<file path="src/rtl/time_master_pkg.sv">
// time_master_pkg
//   Shared definitions for the master timebase: register map addresses,
//   CTRL / STATUS bit positions and a helper that packs the STATUS word.
package time_master_pkg;

  localparam logic [2:0] ADDR_TIME_NOW = 3'd0;
  localparam logic [2:0] ADDR_TIME_PPS = 3'd1;
  localparam logic [2:0] ADDR_CTRL     = 3'd2;
  localparam logic [2:0] ADDR_STATUS   = 3'd3;

  localparam int CTRL_INV_BIT     = 0;
  localparam int CTRL_EN_BIT      = 1;
  localparam int STATUS_ARMED_BIT = 0;
  localparam int STATUS_SEEN_BIT  = 1;

  function automatic logic [31:0] status_word(input logic pps_seen, input logic armed);
    logic [31:0] word;
    word = '0;
    word[STATUS_SEEN_BIT]  = pps_seen;
    word[STATUS_ARMED_BIT] = armed;
    return word;
  endfunction

endpackage

</file>
<file path="src/rtl/time_master_pps.sv">
// pps_sync
//   Brings the external PPS into the sys_clk domain and produces a one-cycle
//   pulse per rising edge of (pps ^ invert), gated by enable.
// Ports
//   clk        in  1  sys clock, posedge
//   rst        in  1  asynchronous active-high reset
//   pps        in  1  raw PPS, asynchronous to clk
//   invert     in  1  treat falling PPS edges as the active edge
//   enable     in  1  qualifies the output pulse
//   pps_edge   out 1  one-cycle pulse, SYNC_STAGES+1 cycles after the raw rise
module pps_sync #(
  parameter int SYNC_STAGES = 2
) (
  input  logic clk,
  input  logic rst,
  input  logic pps,
  input  logic invert,
  input  logic enable,
  output logic pps_edge
);

  logic [SYNC_STAGES-1:0] sync_q;
  // fill_q marks when sync_q / prev_q hold genuine post-reset samples, so a
  // PPS held high across reset is not mistaken for a rising edge.
  logic [SYNC_STAGES:0]   fill_q;
  logic                   prev_q;
  logic                   rise_q;

  always_ff @(posedge clk or posedge rst) begin
    if (rst) begin
      sync_q <= '0;
      fill_q <= '0;
      prev_q <= 1'b0;
      rise_q <= 1'b0;
    end else begin
      sync_q <= {sync_q[SYNC_STAGES-2:0], pps ^ invert};
      fill_q <= {fill_q[SYNC_STAGES-1:0], 1'b1};
      prev_q <= sync_q[SYNC_STAGES-1];
      rise_q <= fill_q[SYNC_STAGES] & sync_q[SYNC_STAGES-1] & ~prev_q;
    end
  end

  // Enable is applied at the edge cycle itself, not at detection time.
  assign pps_edge = rise_q & enable;

endmodule

</file>
<file path="src/rtl/time_master.sv">
// time_master
//   Free-running 32-bit master timebase with immediate load, PPS-armed load,
//   PPS time latch and a small wishbone-style register slave.
// Ports
//   sys_clk_i      in  1   clock, posedge
//   rst_i          in  1   asynchronous active-high reset
//   cyc_i, stb_i   in  1   bus cycle / strobe
//   adr_i          in  3   register address
//   we_i           in  1   write enable
//   dat_i          in  32  write data
//   dat_o          out 32  read data, valid while ack_o=1
//   ack_o          out 1   one-cycle registered acknowledge
//   pps_i          in  1   external PPS, asynchronous
//   master_time_o  out 32  current time
//   pps_int_o      out 1   one-cycle pulse per qualified PPS edge
module time_master
  import time_master_pkg::*;
#(
  parameter int         SYNC_STAGES  = 2,
  parameter logic [1:0] CTRL_DEFAULT = 2'b00
) (
  input  logic        sys_clk_i,
  input  logic        rst_i,
  input  logic        cyc_i,
  input  logic        stb_i,
  input  logic [2:0]  adr_i,
  input  logic        we_i,
  input  logic [31:0] dat_i,
  output logic [31:0] dat_o,
  output logic        ack_o,
  input  logic        pps_i,
  output logic [31:0] master_time_o,
  output logic        pps_int_o
);

  logic [31:0] pps_time;
  logic [31:0] set_val;
  logic        armed;
  logic        pps_seen;
  logic [1:0]  ctrl;

  logic        access;
  logic        wr_now;
  logic        wr_pps;
  logic        wr_ctrl;
  logic        wr_status;
  logic        pps_edge;
  logic [31:0] rd_data;

  // ack_o blocks the next access, so a held strobe is acked every other cycle.
  assign access    = cyc_i & stb_i & ~ack_o;
  assign wr_now    = access & we_i & (adr_i == ADDR_TIME_NOW);
  assign wr_pps    = access & we_i & (adr_i == ADDR_TIME_PPS);
  assign wr_ctrl   = access & we_i & (adr_i == ADDR_CTRL);
  assign wr_status = access & we_i & (adr_i == ADDR_STATUS);

  pps_sync #(
    .SYNC_STAGES (SYNC_STAGES)
  ) u_pps_sync (
    .clk      (sys_clk_i),
    .rst      (rst_i),
    .pps      (pps_i),
    .invert   (ctrl[CTRL_INV_BIT]),
    .enable   (ctrl[CTRL_EN_BIT]),
    .pps_edge (pps_edge)
  );

  always_comb begin
    rd_data = '0;
    case (adr_i)
      ADDR_TIME_NOW: rd_data = master_time_o;
      ADDR_TIME_PPS: rd_data = pps_time;
      ADDR_CTRL:     rd_data = {30'b0, ctrl};
      ADDR_STATUS:   rd_data = status_word(pps_seen, armed);
      default:       rd_data = '0;
    endcase
  end

  // Counter: a software load beats an armed PPS load in the same cycle.
  always_ff @(posedge sys_clk_i or posedge rst_i) begin
    if (rst_i) begin
      master_time_o <= '0;
    end else if (wr_now) begin
      master_time_o <= dat_i;
    end else if (pps_edge && armed) begin
      master_time_o <= set_val;
    end else begin
      master_time_o <= master_time_o + 32'd1;
    end
  end

  // Arm logic: armed only drops when its load actually took effect.
  always_ff @(posedge sys_clk_i or posedge rst_i) begin
    if (rst_i) begin
      set_val <= '0;
      armed   <= 1'b0;
    end else if (wr_pps) begin
      set_val <= dat_i;
      armed   <= 1'b1;
    end else if (pps_edge && armed && !wr_now) begin
      armed   <= 1'b0;
    end
  end

  always_ff @(posedge sys_clk_i or posedge rst_i) begin
    if (rst_i) begin
      pps_time  <= '0;
      pps_seen  <= 1'b0;
      pps_int_o <= 1'b0;
    end else begin
      pps_int_o <= pps_edge;
      if (pps_edge) begin
        pps_time <= master_time_o;
      end
      // A new edge outranks a simultaneous software clear.
      if (pps_edge) begin
        pps_seen <= 1'b1;
      end else if (wr_status) begin
        pps_seen <= 1'b0;
      end
    end
  end

  always_ff @(posedge sys_clk_i or posedge rst_i) begin
    if (rst_i) begin
      ctrl <= CTRL_DEFAULT;
    end else if (wr_ctrl) begin
      ctrl <= dat_i[1:0];
    end
  end

  always_ff @(posedge sys_clk_i or posedge rst_i) begin
    if (rst_i) begin
      ack_o <= 1'b0;
      dat_o <= '0;
    end else begin
      ack_o <= access;
      dat_o <= access ? rd_data : '0;
    end
  end

endmodule

</file>
<file path="config.mk">
export PLATFORM = sky130hd
export DESIGN_NAME = time_master
export DESIGN_NICKNAME = d
export VERILOG_FILES = /design/src/rtl/time_master_pkg.sv /design/src/rtl/time_master_pps.sv /design/src/rtl/time_master.sv
export SDC_FILE = /design/constraint.sdc
export NUM_CORES = 1
export LEC_CHECK = 0
export BUFFER_PORTS_ARGS = -buffer_cell sky130_fd_sc_hd__buf_2
export CAP_MARGIN = 30
export CORE_ASPECT_RATIO = 1.5
export CORE_UTILIZATION = 40
export CTS_CLUSTER_SIZE = 10
export DETAILED_ROUTE_END_ITERATION = 6
export GPL_TIMING_DRIVEN = 0
export PLACE_DENSITY = 0.58
export SLEW_MARGIN = 5
export SYNTH_ARGS = -nofsm -noshare
export SYNTH_HDL_FRONTEND = slang
export SYNTH_SLANG_ARGS = --single-unit
export TNS_END_PERCENT = 5
</file>
<file path="constraint.sdc">
create_clock -name sys_clk_i -period 5.4 [get_ports sys_clk_i]
set_input_delay 0.54 -clock sys_clk_i [delete_from_list [all_inputs] [get_ports sys_clk_i]]
set_output_delay 0.54 -clock sys_clk_i [all_outputs]
set_load 0.1 [all_outputs]
</file>
==> results.toml, run 1 <==
[floorplanning]
rows = 55
io_pins = 107
die_y_um = 153
die_x_um = 103
dieArea_mm2 = 0.0158
core-area_mm2 = 0.0150
start_util = 0.408

[power_and_ir_drop]
total_power_mw = 4.32
switching_share = 0.437
p_leak_nw = 3.48
p_comb_frac = 0.346
p_switching_mw = 1.89
pwr-share-seq = 0.377
ir_drop_uv = 251
p_per_area_mw_per_mm2 = 573
clkPwrFrac = 0.277
p_int_mw = 2.43

[finish]
diodes = 0
fillers = 1416
drive_gt1_frac = 0.330
multi_input_area_mm2 = 0.00243
seqCellArea_mm2 = 0.00353
syn2layout_area_growth_pct = 23.3
layout.nets = 702
final_cells = 872

[logic_synthesis]
synth-edff-count = 0
yosysWarnings = 0
synthesis.area_mm2 = 0.00612
synthCells = 534
ys.flop_type = "dfrtp_1"
yosys.area.top_type_share = 0.577
netlist_top_cells_area = "dfrtp_1 (58%), mux2_2 (12%), nor2_1 (3.8%)"
yosysMostFrequentCell = "dfrtp_1"
synth_top_cell_by_area = "dfrtp_1"
async_flop_share = 1.00
synthTopCellsByCount = "dfrtp_1 (141), mux2_2 (64), nor2_1 (62), nand2_1 (37), a22oi_1 (30)"
synth_seq_cells = 141
syn_avg_cell_area_um2 = 11.5
syn_nets = 576
yosysSeqAreaShare = 0.577
synth_cell_type_count = 50

[grt]
grt_busiest_layer = "met2"
overflow = 0
met1_usage = 0.259
grt_use_met2 = 0.339
grt_use_met3 = 0.0453
antenna_found_initial = 0
grt_pass1_wl_um = 24500
grt_pass1_vias = 4796
grt_max_degree = 83
grt_usage = 0.207

[sta]
slew_headroom = 0.388
finalCritPeriodShare = 0.446
worst_slack_ns = 2.99
drv_slew = 0
timing.fmax_ghz = 0.415
skew_ns = 0.0107
setup_viol_count_final = 0
timing_hold_violations_final = 0
rsz0062_at_grt = "no"
period_needed_ns = 2.41
tightest_slew_ns = 0.910

[clock_network]
cts.sinks = 141
cts_buffer_depth = 2
post_cts_resized = 0
cts_root_buf = "clkbuf_16"
clk_latency_ns = 0.41
clk_pin_slew_ns = 0.06
cts_tree = "built"
cts_buffers = 17
post-cts-setup-buffers = 0
cts_hold_buffers = 0
htreeDepth = 4

[route]
vias = 4553
wirelength_um = 15100
ant_nets = 0
first_pass_iters = 6
wl_per_cell_um = 17.3
vias_per_cell = 5.22
drc = 0
drt-initial-drc-count = 197

[worst_setup_path]
startpoint_type = "primary input"
path_max_fanout = 10
reg2reg_depth = 6
critPathKind = "primary input to flop"
arrival_ns = 2.66
critPathRequiredTime_ns = 5.65
ff2ff_setup_slack_ns = 3.08
critPathCaptureType = "flop"

[outcome]
status = "completed"

[placement]
dp_cells = 840
gp_congestion = 0.860
post-place-ws_ns = 2.61
io_buffers = 106
detailed_place_hpwl_um = 11000

[worst_hold_path]
holdCritPathClass = "primary input to asynchronous set/reset pin"

[run]
drv_cap = 0
cell families after synthesis:
family,Yosys count,share of synthesized area
other,1,0.000613
adder cells (fa/ha/maj),1,0.00204
AND/OR/NAND/NOR,165,0.132
multiplexers,68,0.126
flip-flops,141,0.577
buffers and inverters,37,0.0260
AO/OA/AOI/OAI,95,0.0992
XOR/XNOR,26,0.0372
layout make-up:
cell class,count,share of cell area
Sequential cell,141,0.468
Multi-Input combinational cell,356,0.322
Timing Repair Buffer,107,0.0740
Clock buffer,18,0.0569
Tap cell,199,0.0330
Clock inverter,14,0.0242
Buffer,33,0.0191
Inverter,4,0.00265
state kept, by name, summed over array words and instances (netlist names), 2 cells and up:
register           count
ctrl                   2
pps_time              32
set_val               32
u_pps_sync.sync_q      2
u_pps_sync.fill_q      3
dat_o                 32
master_time_o         32
metrics by stage:
| step | utilization | hold WS [ns] | cell area [um2] | setup TNS (ns) |
|---|---|---|---|---|
| 2_1_floorplan | - | 0.331 | 6120 | 0 |
| 3_3_place_gp | 0.460 | 0.334 | 6900 | -45.50 |
| 3_5_place_dp | 0.462 | 0.339 | 6930 | 0 |
| 4_1_cts | 0.503 | 0.282 | 7540 | 0 |
| 5_1_grt | 0.503 | 0.303 | 7540 | 0 |
| 6_report | 0.503 | 0.260 | 7540 | 0 |
worst paths after layout:
path | startpoint | endpoint
max in group asynchronous | rst_i | set_val[17]$_DFFE_PP0P_
worst max register to register | ctrl[1]$_DFFE_PP0P_ | master_time_o[5]$_DFF_PP0_
worst min-delay path | rst_i | dat_o[3]$_DFF_PP0_
worst max-delay path | adr_i[0] | master_time_o[17]$_DFF_PP0_
worst min register to register | u_pps_sync.fill_q[0]$_DFF_PP0_ | u_pps_sync.fill_q[1]$_DFF_PP0_
min in group sys_clk_i | pps_i | u_pps_sync.sync_q[0]$_DFF_PP0_
power groups by stage:
| stage | sequential, mW | clock (mW) | combinational, mW |
|---|---|---|---|
| after detailed placement | 1.64 | 0 | 1.50 |
| final | 1.63 | 1.20 | 1.49 |
| after global placement | 1.63 | 0 | 1.47 |
| after global routing | 1.67 | 1.26 | 1.57 |
| after floorplan | 2.35 | 0 | 0.447 |
| after CTS | 1.63 | 1.22 | 1.50 |
worst max-delay path, stage by stage:
cell	delay, ns
buf_2	0.14
nor3_1	0.75
and3_1	0.26
clkbuf_1	0.20
clkbuf_1	0.56
o21ai_0	0.20
routing by layer:
layer,vias up,wire length (um)
met5,-,0
met4,0,355
met3,21,630
met2,111,7610
met1,2259,6480
li1,2162,-
cells in the final DEF (no fill, tap or decap), types with 4 or more instances in the layout:
cell,synthesis,final
mux2_2,64,64
nand4_1,9,9
nand3_1,9,9
clkbuf_1,20,21
dfrtp_1,141,141
inv_6,0,6
nor4_1,5,5
and4_1,4,4
nor2_1,62,62
clkbuf_16,0,17
nand2_1,37,37
buf_2,6,112
xnor2_1,19,19
a21oi_1,17,17
nor3_1,13,13
buf_1,4,4
o21ai_0,22,22
xor2_1,7,7
and3_1,8,8
o22ai_1,12,12
a22oi_1,30,30
No activity file was read; power rests on OpenSTA's default activity.
==> run 2, diff against run 1 <==
--- a/config.mk
+++ b/config.mk
@@ -12,7 +12,7 @@
 export CTS_CLUSTER_SIZE = 10
 export DETAILED_ROUTE_END_ITERATION = 6
 export GPL_TIMING_DRIVEN = 0
-export PLACE_DENSITY = 0.58
+export PLACE_DENSITY = 0.61
 export SLEW_MARGIN = 5
 export SYNTH_ARGS = -nofsm -noshare
 export SYNTH_HDL_FRONTEND = slang
==> constraint.sdc (replaced) <==
create_clock -name sys_clk_i -period 2.1 [get_ports sys_clk_i]
set_input_delay 0.21 -clock sys_clk_i [delete_from_list [all_inputs] [get_ports sys_clk_i]]
set_output_delay 0.21 -clock sys_clk_i [all_outputs]
set_load 0.1 [all_outputs]
==> run 2 against run 1 <==
Against the previous run: global-route usage increased by 0.16 points; flip-flop and latch count unchanged; wire length about the same; highest routed layer unchanged.
==> results.toml, run 2 (synthesized netlist as in run 1, its figures left out) <==
[sta]
slew_headroom = 0.523
drv_slew = 0
period_needed_ns = 2.01
setup_viol_count_final = 0
timing.fmax_ghz = 0.499
timing_hold_violations_final = 0
finalCritPeriodShare = 0.955
fin_setup_tns_ns = 0
rsz0062_at_grt = "yes"
tightest_slew_ns = 0.715
skew_ns = 0.0101

[run]
drv_cap = 0

[route]
first_pass_iters = 4
vias = 4582
wl_per_cell_um = 17.2
drt-initial-drc-count = 196
ant_nets = 0
wirelength_um = 15100
vias_per_cell = 5.22
drc = 0

[worst_setup_path]
critPathRequiredTime_ns = 2.38
path_max_fanout = 8
startpoint_type = "flop"
critPathKind = "flop to flop"
arrival_ns = 2.28
critPathCaptureType = "flop"

[power_and_ir_drop]
p_per_area_mw_per_mm2 = 1470
p_leak_nw = 3.54
p_int_mw = 6.51
p_comb_frac = 0.342
total_power_mw = 11.3
switching_share = 0.424
clkPwrFrac = 0.285
pwr-share-seq = 0.373
p_switching_mw = 4.79
ir_drop_uv = 690

[clock_network]
clk_latency_ns = 0.41
cts_tree = "built"
cts.sinks = 141
cts_buffers = 17
clk_pin_slew_ns = 0.06
htreeDepth = 4
cts_root_buf = "clkbuf_16"
cts_buffer_depth = 2

[floorplanning]
dieArea_mm2 = 0.0158
die_x_um = 103
die_y_um = 153
io_pins = 107
rows = 55
core-area_mm2 = 0.0150
start_util = 0.408

[finish]
most-common-layout-cells = "dfrtp_1 (137), buf_2 (112), mux2_2 (64), nor2_1 (62), nand2_1 (36)"
final_common_cell = "dfrtp_1"
syn2layout_area_growth_pct = 25.4
seqCellArea_mm2 = 0.00353
layout.nets = 707
drive_gt1_frac = 0.348
multi_input_area_mm2 = 0.00246
diodes = 0
fillers = 1417

[outcome]
status = "completed"

[placement]
gp_congestion = 0.828
detailed_place_hpwl_um = 11000
io_buffers = 106

[grt]
grt_pass1_vias = 4799
antenna_found_initial = 0
grt_max_degree = 44
grt_usage = 0.209
grt_pass1_wl_um = 24700
overflow = 0

[worst_hold_path]
holdCritPathClass = "primary input to flop"
-- run 2: power groups by stage --
stage	clock [mW]	sequential (mW)	combinational, mW
6_report	3.22	4.22	3.87
5_1_grt	3.38	4.32	4.09
4_1_cts	3.26	4.18	3.87
3_5_place_dp	0	4.23	3.85
3_3_place_gp	0	4.19	3.79
2_1_floorplan	0	6.03	1.15
-- run 2: final cells by class --
| type | instances | share of cell area |
|---|---|---|
| Clock inverter | 10 | 0.0209 |
| Inverter | 4 | 0.00245 |
| Multi-Input combinational cell | 356 | 0.321 |
| Clock buffer | 22 | 0.0631 |
| Timing Repair Buffer | 112 | 0.0805 |
| Sequential cell | 141 | 0.460 |
| Buffer | 33 | 0.0191 |
| Tap cell | 199 | 0.0324 |
-- run 2: layer usage --
metal | wire length [um] | vias to the layer above | part of all wire | GRT usage
met1 | 6340 | 2263 | 0.42 | 0.255
met4 | 619 | 0 | 0.041 | 0.114
met3 | 535 | 42 | 0.035 | 0.0430
met5 | 0 | - | 0 | 0
met2 | 7590 | 112 | 0.50 | 0.340
li1 | - | 2165 | - | -
-- run 2: path summary, 6_finish.rpt --
path	from	end	slack, ns	depth (start not counted)
max	master_time_o[19]$_DFF_PP0_	master_time_o[31]$_DFF_PP0_	0.09	5
min	dat_i[2]	master_time_o[2]$_DFF_PP0_	0.02	3
max reg2reg	master_time_o[19]$_DFF_PP0_	master_time_o[31]$_DFF_PP0_	0.09	5
min reg2reg	u_pps_sync.fill_q[0]$_DFF_PP0_	u_pps_sync.fill_q[1]$_DFF_PP0_	0.35	0
max in group asynchronous	rst_i	pps_time[29]$_DFFE_PP0N_	0.73	5
min in group asynchronous	rst_i	dat_o[4]$_DFF_PP0_	0.46	3
-- run 2: worst max-delay path, cell delays in order (launching register included) --
cell and delay [ns]:
dfrtp_1 0.53, nand4_1 0.17, or3_4 0.45, nor4_2 0.44
xnor2_1 0.18, o211ai_1 0.10
-- run 2: per-stage QoR --
step / util / worst slack (ns) / area, um2 / hold slack [ns] / std cells
floorplan: - / -0.371 / 6120 / 0.297 / 534
global placement: 0.460 / -0.668 / 6900 / 0.333 / 839
detailed placement: 0.464 / -0.400 / 6960 / 0.336 / 842
CTS: 0.510 / -0.00933 / 7650 / 0.00828 / 876
global route: 0.512 / -0.0224 / 7670 / 0.00909 / 877
finish: 0.512 / 0.0946 / 7670 / 0.0208 / 877
-- run 2: what timing repair did --
item	CTS	global route
resized for setup	6	6
endpoints found under the hold margin	30	0
hold buffers	2	0
setup buffers	0	1
pin swaps	0	1
endpoints found under the setup margin	20	13
